## src/rtl/rtc_seg_clock.sv

```systemverilog
// Real-time clock (HH-MM-SS) with run/pause, checked time load, 12/24-hour view
// and an 8-digit multiplexed seven-segment driver with registered digit/segment outputs.
module rtc_seg_clock #(
    parameter int CLK_HZ   = 100000000,
    parameter int SCAN_DIV = 200000,
    parameter int INIT_H   = 0,
    parameter int INIT_M   = 0,
    parameter int INIT_S   = 0
) (
    input  logic       clk,
    input  logic       rst,
    input  logic       run,
    input  logic       mode12,
    input  logic       set_en,
    input  logic [4:0] set_h,
    input  logic [5:0] set_m,
    input  logic [5:0] set_s,
    output logic       set_ack,
    output logic       set_err,
    output logic       sec_tick,
    output logic [7:0] seg_data1,
    output logic [7:0] seg_data2,
    output logic [7:0] seg_which
);

    localparam int TW = (CLK_HZ > 2) ? $clog2(CLK_HZ) : 1;
    localparam int SW = (SCAN_DIV > 2) ? $clog2(SCAN_DIV) : 1;
    localparam logic [TW-1:0] TICK_LAST = TW'(CLK_HZ - 1);
    localparam logic [SW-1:0] SCAN_LAST = SW'(SCAN_DIV - 1);

    logic [TW-1:0] tick_cnt_q, tick_cnt_d;
    logic [SW-1:0] scan_cnt_q, scan_cnt_d;
    logic [2:0]    idx_q, idx_d;
    logic [4:0]    hour_q, hour_d;
    logic [5:0]    min_q, min_d;
    logic [5:0]    sec_q, sec_d;
    logic          sec_tick_q, sec_tick_d;
    logic          set_ack_q, set_ack_d;
    logic          set_err_q, set_err_d;
    logic [7:0]    seg_which_q, seg_which_d;
    logic [7:0]    seg_data_q, seg_data_d;

    logic          load_ok;
    logic          tick;
    logic          scan_wrap;
    logic [5:0]    disp_h;
    logic [3:0]    digit;

    // Values never exceed 59, so a compare ladder replaces a divider.
    function automatic logic [3:0] tens_of(input logic [5:0] v);
        if (v >= 6'd50)      return 4'd5;
        else if (v >= 6'd40) return 4'd4;
        else if (v >= 6'd30) return 4'd3;
        else if (v >= 6'd20) return 4'd2;
        else if (v >= 6'd10) return 4'd1;
        else                 return 4'd0;
    endfunction

    function automatic logic [3:0] units_of(input logic [5:0] v);
        logic [5:0] t;
        logic [5:0] u;
        t = {2'b00, tens_of(v)};
        u = v - t * 6'd10;
        return u[3:0];
    endfunction

    function automatic logic [7:0] seg_code(input logic [3:0] d);
        case (d)
            4'd0:    return 8'hFC;
            4'd1:    return 8'h60;
            4'd2:    return 8'hDA;
            4'd3:    return 8'hF2;
            4'd4:    return 8'h66;
            4'd5:    return 8'hB6;
            4'd6:    return 8'hBE;
            4'd7:    return 8'hE0;
            4'd8:    return 8'hFE;
            4'd9:    return 8'hF6;
            4'd10:   return 8'h02;
            default: return 8'h00;
        endcase
    endfunction

    always_comb begin
        load_ok = set_en && (set_h <= 5'd23) && (set_m <= 6'd59) && (set_s <= 6'd59);
        tick    = run && (tick_cnt_q == TICK_LAST);
        hour_d  = hour_q;
        min_d   = min_q;
        sec_d   = sec_q;
        tick_cnt_d = (!run || load_ok || tick) ? '0 : tick_cnt_q + TW'(1);
        if (load_ok) begin
            hour_d = set_h;
            min_d  = set_m;
            sec_d  = set_s;
        end else if (tick) begin
            if (sec_q == 6'd59) begin
                sec_d = 6'd0;
                if (min_q == 6'd59) begin
                    min_d  = 6'd0;
                    hour_d = (hour_q == 5'd23) ? 5'd0 : hour_q + 5'd1;
                end else begin
                    min_d = min_q + 6'd1;
                end
            end else begin
                sec_d = sec_q + 6'd1;
            end
        end
        sec_tick_d = tick && !load_ok;
        set_ack_d  = load_ok;
        set_err_d  = set_en && !load_ok;
    end

    always_comb begin
        scan_wrap  = (scan_cnt_q == SCAN_LAST);
        scan_cnt_d = scan_wrap ? '0 : scan_cnt_q + SW'(1);
        idx_d      = scan_wrap ? idx_q + 3'd1 : idx_q;

        disp_h = {1'b0, hour_q};
        if (mode12) begin
            if (hour_q == 5'd0)       disp_h = 6'd12;
            else if (hour_q > 5'd12)  disp_h = {1'b0, hour_q} - 6'd12;
        end

        case (idx_q)
            3'd0:    digit = tens_of(disp_h);
            3'd1:    digit = units_of(disp_h);
            3'd3:    digit = tens_of(min_q);
            3'd4:    digit = units_of(min_q);
            3'd6:    digit = tens_of(sec_q);
            3'd7:    digit = units_of(sec_q);
            default: digit = 4'd10;
        endcase

        // PM marker rides on the dp of the hour-units digit, 12-hour view only.
        seg_data_d  = seg_code(digit) |
                      {7'b0, mode12 && (hour_q >= 5'd12) && (idx_q == 3'd1)};
        seg_which_d = 8'h80 >> idx_q;
    end

    always_ff @(posedge clk or negedge rst) begin
        if (!rst) begin
            tick_cnt_q  <= '0;
            scan_cnt_q  <= '0;
            idx_q       <= 3'd0;
            hour_q      <= 5'(INIT_H);
            min_q       <= 6'(INIT_M);
            sec_q       <= 6'(INIT_S);
            sec_tick_q  <= 1'b0;
            set_ack_q   <= 1'b0;
            set_err_q   <= 1'b0;
            seg_which_q <= 8'h00;
            seg_data_q  <= 8'h00;
        end else begin
            tick_cnt_q  <= tick_cnt_d;
            scan_cnt_q  <= scan_cnt_d;
            idx_q       <= idx_d;
            hour_q      <= hour_d;
            min_q       <= min_d;
            sec_q       <= sec_d;
            sec_tick_q  <= sec_tick_d;
            set_ack_q   <= set_ack_d;
            set_err_q   <= set_err_d;
            seg_which_q <= seg_which_d;
            seg_data_q  <= seg_data_d;
        end
    end

    assign sec_tick  = sec_tick_q;
    assign set_ack   = set_ack_q;
    assign set_err   = set_err_q;
    assign seg_which = seg_which_q;
    assign seg_data1 = seg_data_q;
    assign seg_data2 = seg_data_q;

endmodule

```

## config.mk

```make
export PLATFORM = sky130hd
export DESIGN_NAME = rtc_seg_clock
export DESIGN_NICKNAME = d
export VERILOG_FILES = /design/src/rtl/rtc_seg_clock.sv
export SDC_FILE = /design/constraint.sdc
export NUM_CORES = 1
export LEC_CHECK = 0
export CAP_MARGIN = 0
export CORE_ASPECT_RATIO = 1.2
export CORE_UTILIZATION = 55
export CTS_BUF_LIST = sky130_fd_sc_hd__clkbuf_16
export DETAILED_ROUTE_END_ITERATION = 7
export PLACE_DENSITY = 0.79
export SYNTH_ARGS = -nofsm -noshare
export SYNTH_HDL_FRONTEND = slang
export SYNTH_SLANG_ARGS = --single-unit
```

## constraint.sdc

```tcl
create_clock -name clk -period 4.8 [get_ports clk]
set_input_delay 0.72 -clock clk [delete_from_list [all_inputs] [get_ports clk]]
set_output_delay 0.72 -clock clk [all_outputs]
set_load 0.02 [all_outputs]
```

# Yosys cells after proc, flatten, opt, wreduce, memory -nomap -nowiden

Memory sizes are Yosys's and may differ from the RTL's.
Cells that the tools add are included.

Memories: 1
Logic and storage cells: 112
Latch bits: 0
Bits in writable memories: 0
Output and inout bits: 27
ROM bits: 112
Flip-flop bits (word level): 84

Memories:

| name            | words | width | read ports | clocked after Yosys merged registers in | wr ports | RTL line | RTL |
|---|---|---|---|---|---|---|---|
| (no name shown) | 16    | 7     | 1          | 0                                       | 0        | 68       | `case (d)` |

Add/sub/neg operators: 10
Div/mod/pow operators: 0
Bitwise logic cells: 1
Multiplexer cells: 36
Multiply operators: 3
Reduce and logical (&&, ||, !) cells: 19
Equal/unequal tests: 10
Shifts and indexed selects: 1
Order comparisons: 20

Operator list:

| kind                                                                                 | number |
|---|---|
| 6-bit 2-to-1 mux                                                                     | 10 |
| 6-bit by 5-bit greater-or-equal comparator with 1-bit output (second input constant) | 6 |
| 6-bit greater-or-equal comparator (second input constant)                            | 6 |
| 4-bit 2-to-1 mux                                                                     | 8 |
| 27-bit by 1-bit adder with 27-bit output (second input constant)                     | 1 |
| 27-bit == test (second input constant)                                               | 1 |
| 27-bit 2-to-1 mux                                                                    | 1 |
| 5-bit 2-to-1 mux                                                                     | 5 |
| 4-bit one-hot mux with 6 select lines                                                | 1 |
| 18-bit by 1-bit adder with 18-bit output (second input constant)                     | 1 |
| 18-bit == test (second input constant)                                               | 1 |
| 6-bit by 4-bit greater-or-equal comparator with 1-bit output (second input constant) | 3 |
| 18-bit 2-to-1 mux                                                                    | 1 |
| 6-bit by 1-bit adder with 6-bit output (second input constant)                       | 2 |
| 6-bit == test (second input constant)                                                | 2 |
| 6-bit <= comparator (second input constant)                                          | 2 |
| 4-bit by 3-bit multiplier with 3-bit output (second input constant)                  | 3 |
| 4-bit subtractor                                                                     | 3 |
| 2-bit 2-to-1 mux                                                                     | 5 |
| 3-bit == test (second input constant)                                                | 3 |
| 1-bit logical AND                                                                    | 8 |
| 8-bit by 1-bit bitwise OR with 8-bit output                                          | 1 |
| 8-bit by 3-bit right shift with 8-bit output (first input constant)                  | 1 |
| 3-bit 2-to-1 mux                                                                     | 2 |
| other kinds (17)                                                                     | 23 |

# Longest topological paths before layout

An unclocked memory read counts as a cell.

Depth after elaboration: 16
Depth in mapped cells: 18

# Worst setup path after synthesis

OpenSTA, ideal clock, no wires.

Path type: register -> register
Start point: register hour_q[2]
End point: register seg_data_q[1], in the netlist seg_data1[1]
Path slack: 1.145 ns
Arrival: 3.532 ns
Clock period less this slack: 3.655 ns
Required time: 4.677 ns
Cell stages (with the launch flop): 15
Cell sequence: dfrtp_1 -> clkbuf_1 -> inv_1 -> ha_1 -> and4b_1 -> o21ai_0 -> o21ai_0 -> a31o_2 -> ha_1 -> inv_1 -> fa_1 -> a221o_1 -> o31ai_1 -> xnor2_1 -> o2bb2ai_1

Word-level cells in the longest chain between the ends: 16

Ends and longest elaborated chain:

| item                                                                                                         | RTL line | RTL |
|---|---|---|
| start: declaration                                                                                           | 34       | `logic [4:0] hour_q, hour_d;` |
| start signal: assignment                                                                                     | 145      | `hour_q <= 5'(INIT_H);` |
| start signal: assignment                                                                                     | 157      | `hour_q <= hour_d;` |
| 5-bit by 4-bit subtractor with 6-bit output or 5-bit by 4-bit > comparator with 1-bit output (tied branches) | 121      | `else if (hour_q > 5'd12) disp_h = {1'b0, hour_q} - 6'd12;` |
| 6-bit 2-to-1 mux                                                                                             | 121      |  |
| 6-bit 2-to-1 mux                                                                                             | 120      | `if (hour_q == 5'd0) disp_h = 6'd12;` |
| 6-bit 2-to-1 mux *                                                                                           | 119      | `if (mode12) begin` |
| 6-bit by 4-bit greater-or-equal comparator with 1-bit output                                                 | 55       | `else if (v >= 6'd10) return 4'd1;` |
| 1-bit 2-to-1 mux                                                                                             | 55       |  |
| 2-bit 2-to-1 mux                                                                                             | 54       | `else if (v >= 6'd20) return 4'd2;` |
| 2-bit 2-to-1 mux                                                                                             | 53       | `else if (v >= 6'd30) return 4'd3;` |
| 4-bit 2-to-1 mux                                                                                             | 52       | `else if (v >= 6'd40) return 4'd4;` |
| 4-bit 2-to-1 mux                                                                                             | 51       | `if (v >= 6'd50) return 4'd5;` |
| 4-bit 2-to-1 mux                                                                                             | 124      | `case (idx_q)` |
| 4-bit by 3-bit multiplier with 3-bit output                                                                  | 63       | `u = v - t * 6'd10;` |
| 4-bit subtractor                                                                                             | 63       |  |
| 4-bit one-hot mux with 6 select lines *                                                                      | 124      |  |
| memory 16 x 7 bit *                                                                                          | --       |  |
| 8-bit by 1-bit bitwise OR with 8-bit output *                                                                | 135      | `seg_data_d = seg_code(digit) \|` |
| via seg_data_d[1]                                                                                            | 41       | `logic [7:0] seg_data_q, seg_data_d;` |
| end signal: assignment                                                                                       | 164      | `seg_data_q <= seg_data_d;` |
| end: declaration                                                                                             | 41       |  |

Mark *: on every way through the listed nets, which the timed path passes. The rest lies on a longest branch. The select of a mux whose other input is x is not followed.
A chain may end at the register's enable or synchronous reset.

# Worst setup path after layout

Ends and elaborated chain as after synthesis.

==> impl_metrics.json <==
{
  "worst_slew_pin_slew_ps": 1041,
  "holdPathEnd": "scan_cnt_q[0]",
  "dp.cells": 719,
  "area_growth_pct": 14.59,
  "crit_path_start_kind": "register",
  "grt_pass1_wl_um": 18650,
  "grt_antenna_before_repair": 0,
  "cts_hold_buf": 0,
  "vias_per_cell": 5.812,
  "rows": 38,
  "yosys.area.top_type": "dfrtp_1",
  "r2r_setup_slack_ps": 560,
  "dieWidth_um": 90.29,
  "yosys_most_used_dff": "dfrtp_1",
  "worstSetupEndpointType": "register",
  "hp-class": "reg -> reg",
  "grt_max_degree": 85,
  "ys_ff_latch": 84,
  "io_pins": 49,
  "gr-total-overflow": 0,
  "synth_compound_area_share_pct": 14.08,
  "worstSetupPathType": "reg -> reg",
  "drc": 0,
  "power.leakage_nw": 2.557,
  "drv_cap": 0,
  "track_usage_pct": 24.02,
  "avgSynthCellArea_um2": 8.840,
  "reg2reg_to": "seg_data1[1]",
  "vias": 4272,
  "fmax_mhz": 236.0,
  "min-delay-start": "scan_cnt_q[0]",
  "yosys.area_share.simple_pct": 22.23,
  "clockRootBuffer": "clkbuf_16",
  "netlist_area_mm2": 0.005145,
  "htree_num_levels": 3,
  "ys_types": 64,
  "diodes": 0,
  "synth_xor_area_share_pct": 7.661,
  "power_density_mw_per_mm2": 395.1,
  "synth_top_area_share_pct": 40.86,
  "rsz0062_at_grt": "false",
  "async_reset_ff_share_pct": 100.0,
  "die-area_mm2": 0.009747,
  "start_util_pct": 56.65,
  "required_ps": 5020,
  "yosysWarningCount": 0,
  "stdcell_area_mm2": 0.005896,
  "synth_top_family_by_area": "simple AND/OR/NAND/NOR gates",
  "ir_drop_mv": 0.2484,
  "clock_sinks": 84,
  "dr.pass1.iters": 5,
  "slew-limit-headroom_pct": 30.63,
  "synth_area_leaders": "dfrtp_1 (41%), ha_1 (6.8%), nor2_1 (5.8%)",
  "drt_iter0_markers": 265,
  "ff2ff_path_depth": 13,
  "cts_tree": "built",
  "yosys-mux-area-fraction_pct": 1.581,
  "cts_setup_buffers": 0,
  "clk_pin_slew_ps": 60,
  "dpl.hpwl_um": 7736,
  "drv_slew": 0,
  "status": "complete, no violations",
  "numCtsBuffers": 9,
  "r2r-start": "hour_q[2]",
  "syn-num-nets": 635,
  "die_h_um": 108.0,
  "clock_latency_ps": 350,
  "grt_pass1_vias": 4209,
  "hold_ws_ps": 478.3,
  "io_buffers": 48,
  "fin_crit_ps": 4237,
  "routed_wl_um": 10840,
  "final_core_util_pct": 64.92,
  "setup_tns_ps": 0,
  "synth_edf_count": 0,
  "cp_max_fo": 13,
  "wire_per_inst_um": 14.75,
  "postRouteAntennaNets": 0,
  "fin_cells": 735,
  "yosysSeqAreaShare_pct": 40.86,
  "arrival_ps": 4460,
  "fin_skew_ps": 8.774,
  "synthAdderAreaFrac_pct": 7.977,
  "synthCells": 582,
  "drive_above_1_share_pct": 4.553,
  "dpl_cell_area_mm2": 0.005625,
  "period_share_pct": 88.28,
  "nets": 663,
  "coreArea_mm2": 0.009081,
  "place_congestion": 0.8608,
  "hold_depth": 1,
  "crit_start": "hour_q[2]",
  "hold_viol": 0,
  "cts_resized": 0,
  "finalSetupViolations": 0,
  "clock_path_buffers": 2
}
[layout make-up]
class                      instances  area (um^2)
fill                             735         3186
multi-input combinational        433         2760
sequential                        84         2102
timing repair buffer              50        493.0
clock buffer                       9        225.2
tap                              120        150.1
inverter                          32        120.1
clock inverter                     7        45.04
[stage by stage]
stage	total power (W)	setup slack [ps]
after detailed placement	0.001701	391.3
after global placement	0.001677	536.7
after global routing	0.002485	277.3
final	0.002329	562.7
after floorplan	0.001470	1145
after CTS	0.002336	625.5
[report_power, final]
| part | switching [W] | total (W) | internal, W |
|---|---|---|---|
| Clock | 0.000280 | 0.000627 | 0.000347 |
| Sequential | 0.000131 | 0.000904 | 0.000772 |
| Combinational | 0.000446 | 0.000799 | 0.000352 |
[worst max path at each step]
| stage | slack [ps] | cells after the start | end |
|---|---|---|---|
| 2_1_floorplan | 1150 | 14 | seg_data1[1] |
| 3_3_place_gp | 540 | 13 | seg_data1[1] |
| 6_report | 560 | 13 | seg_data1[1] |
| 3_5_place_dp | 390 | 13 | seg_data1[1] |
| 4_1_cts | 630 | 13 | seg_data1[1] |
| 5_1_grt | 280 | 13 | seg_data1[1] |
[worst max-delay path: stages, from the launching register on]
cell	delay, ps
dfrtp_1	600
ha_1	410
nor2b_2	320
o21ai_0	110
a222oi_1	370
o21ai_0	140
a31o_2	250
ha_1	180
inv_1	60
fa_1	420
a221o_1	350
o31ai_1	620
xnor2_1	190
o2bb2ai_1	100
[cells in the mapped netlist, types with 4 or more instances]
cell type	count
o21ai_0	41
dfrtp_1	84
inv_1	31
nor2_1	79
xor2_1	31
nor3_1	12
buf_2	6
nor2b_1	5
mux2i_1	7
o2bb2ai_1	4
o211ai_1	6
o21a_1	6
nand2_1	51
xnor2_1	14
nand2b_1	4
and2_1	5
buf_4	10
o311ai_0	4
ha_1	28
o22ai_1	4
and3_1	14
nand3_1	33
nand4_1	9
a21oi_1	17
clkbuf_1	17
[state kept, by name (all words and copies together) (netlist names)]
signal and flops:
sec_tick 1, set_err 1, set_ack 1, seg_data1 8
min_q 6, sec_q 6, tick_cnt_q 27, hour_q 5
scan_cnt_q 18, idx_q 3, seg_which 8
[metal layers]
metal | wire length [um] | track usage, % | vias up
met2 | 5646 | 43.62 | 130
met4 | 262 | 11.06 | 0
li1 | - | - | 2056
met3 | 495 | 5.485 | 27
met1 | 4434 | 26.91 | 2059
met5 | 0 | 0 | -
[placed cells by master (no fill, tap or decap), types with 3 or more instances in the layout]
master           netlist  layout
clkdlybuf4s50_1        0      47
nor3_1                12      12
nand2_1               51      51
and2_1                 5       5
buf_4                 10       3
nand4_1                9       9
o311ai_0               4       4
xnor2_1               14      14
and3_1                14      14
nor2b_1                5       5
o2bb2ai_1              4       4
o21a_1                 6       6
a21oi_1               17      17
nand3_1               33      33
a31oi_1                3       3
inv_1                 31      32
nand2b_1               4       4
a221oi_1               3       3
mux2i_1                7       7
nor2_1                79      79
ha_1                  28      28
clkbuf_16              0       9
xor2_1                31      31
nor3b_1                3       3
nand3b_1               3       3
o211ai_1               6       6
fa_1                   3       3
o21ai_0               41      41
o22ai_1                4       4
dfrtp_1               84      84
[cells by family after synthesis]
group,count (synthesis)
and+or+nand+nor,237
AOI/OAI and AO/OA,112
DFF,84
buffers and inverters,65
xor gates and xnor gates,45
adders and majority gates,31
muxes,8
Note: power is estimated with default switching activity, not from simulation.
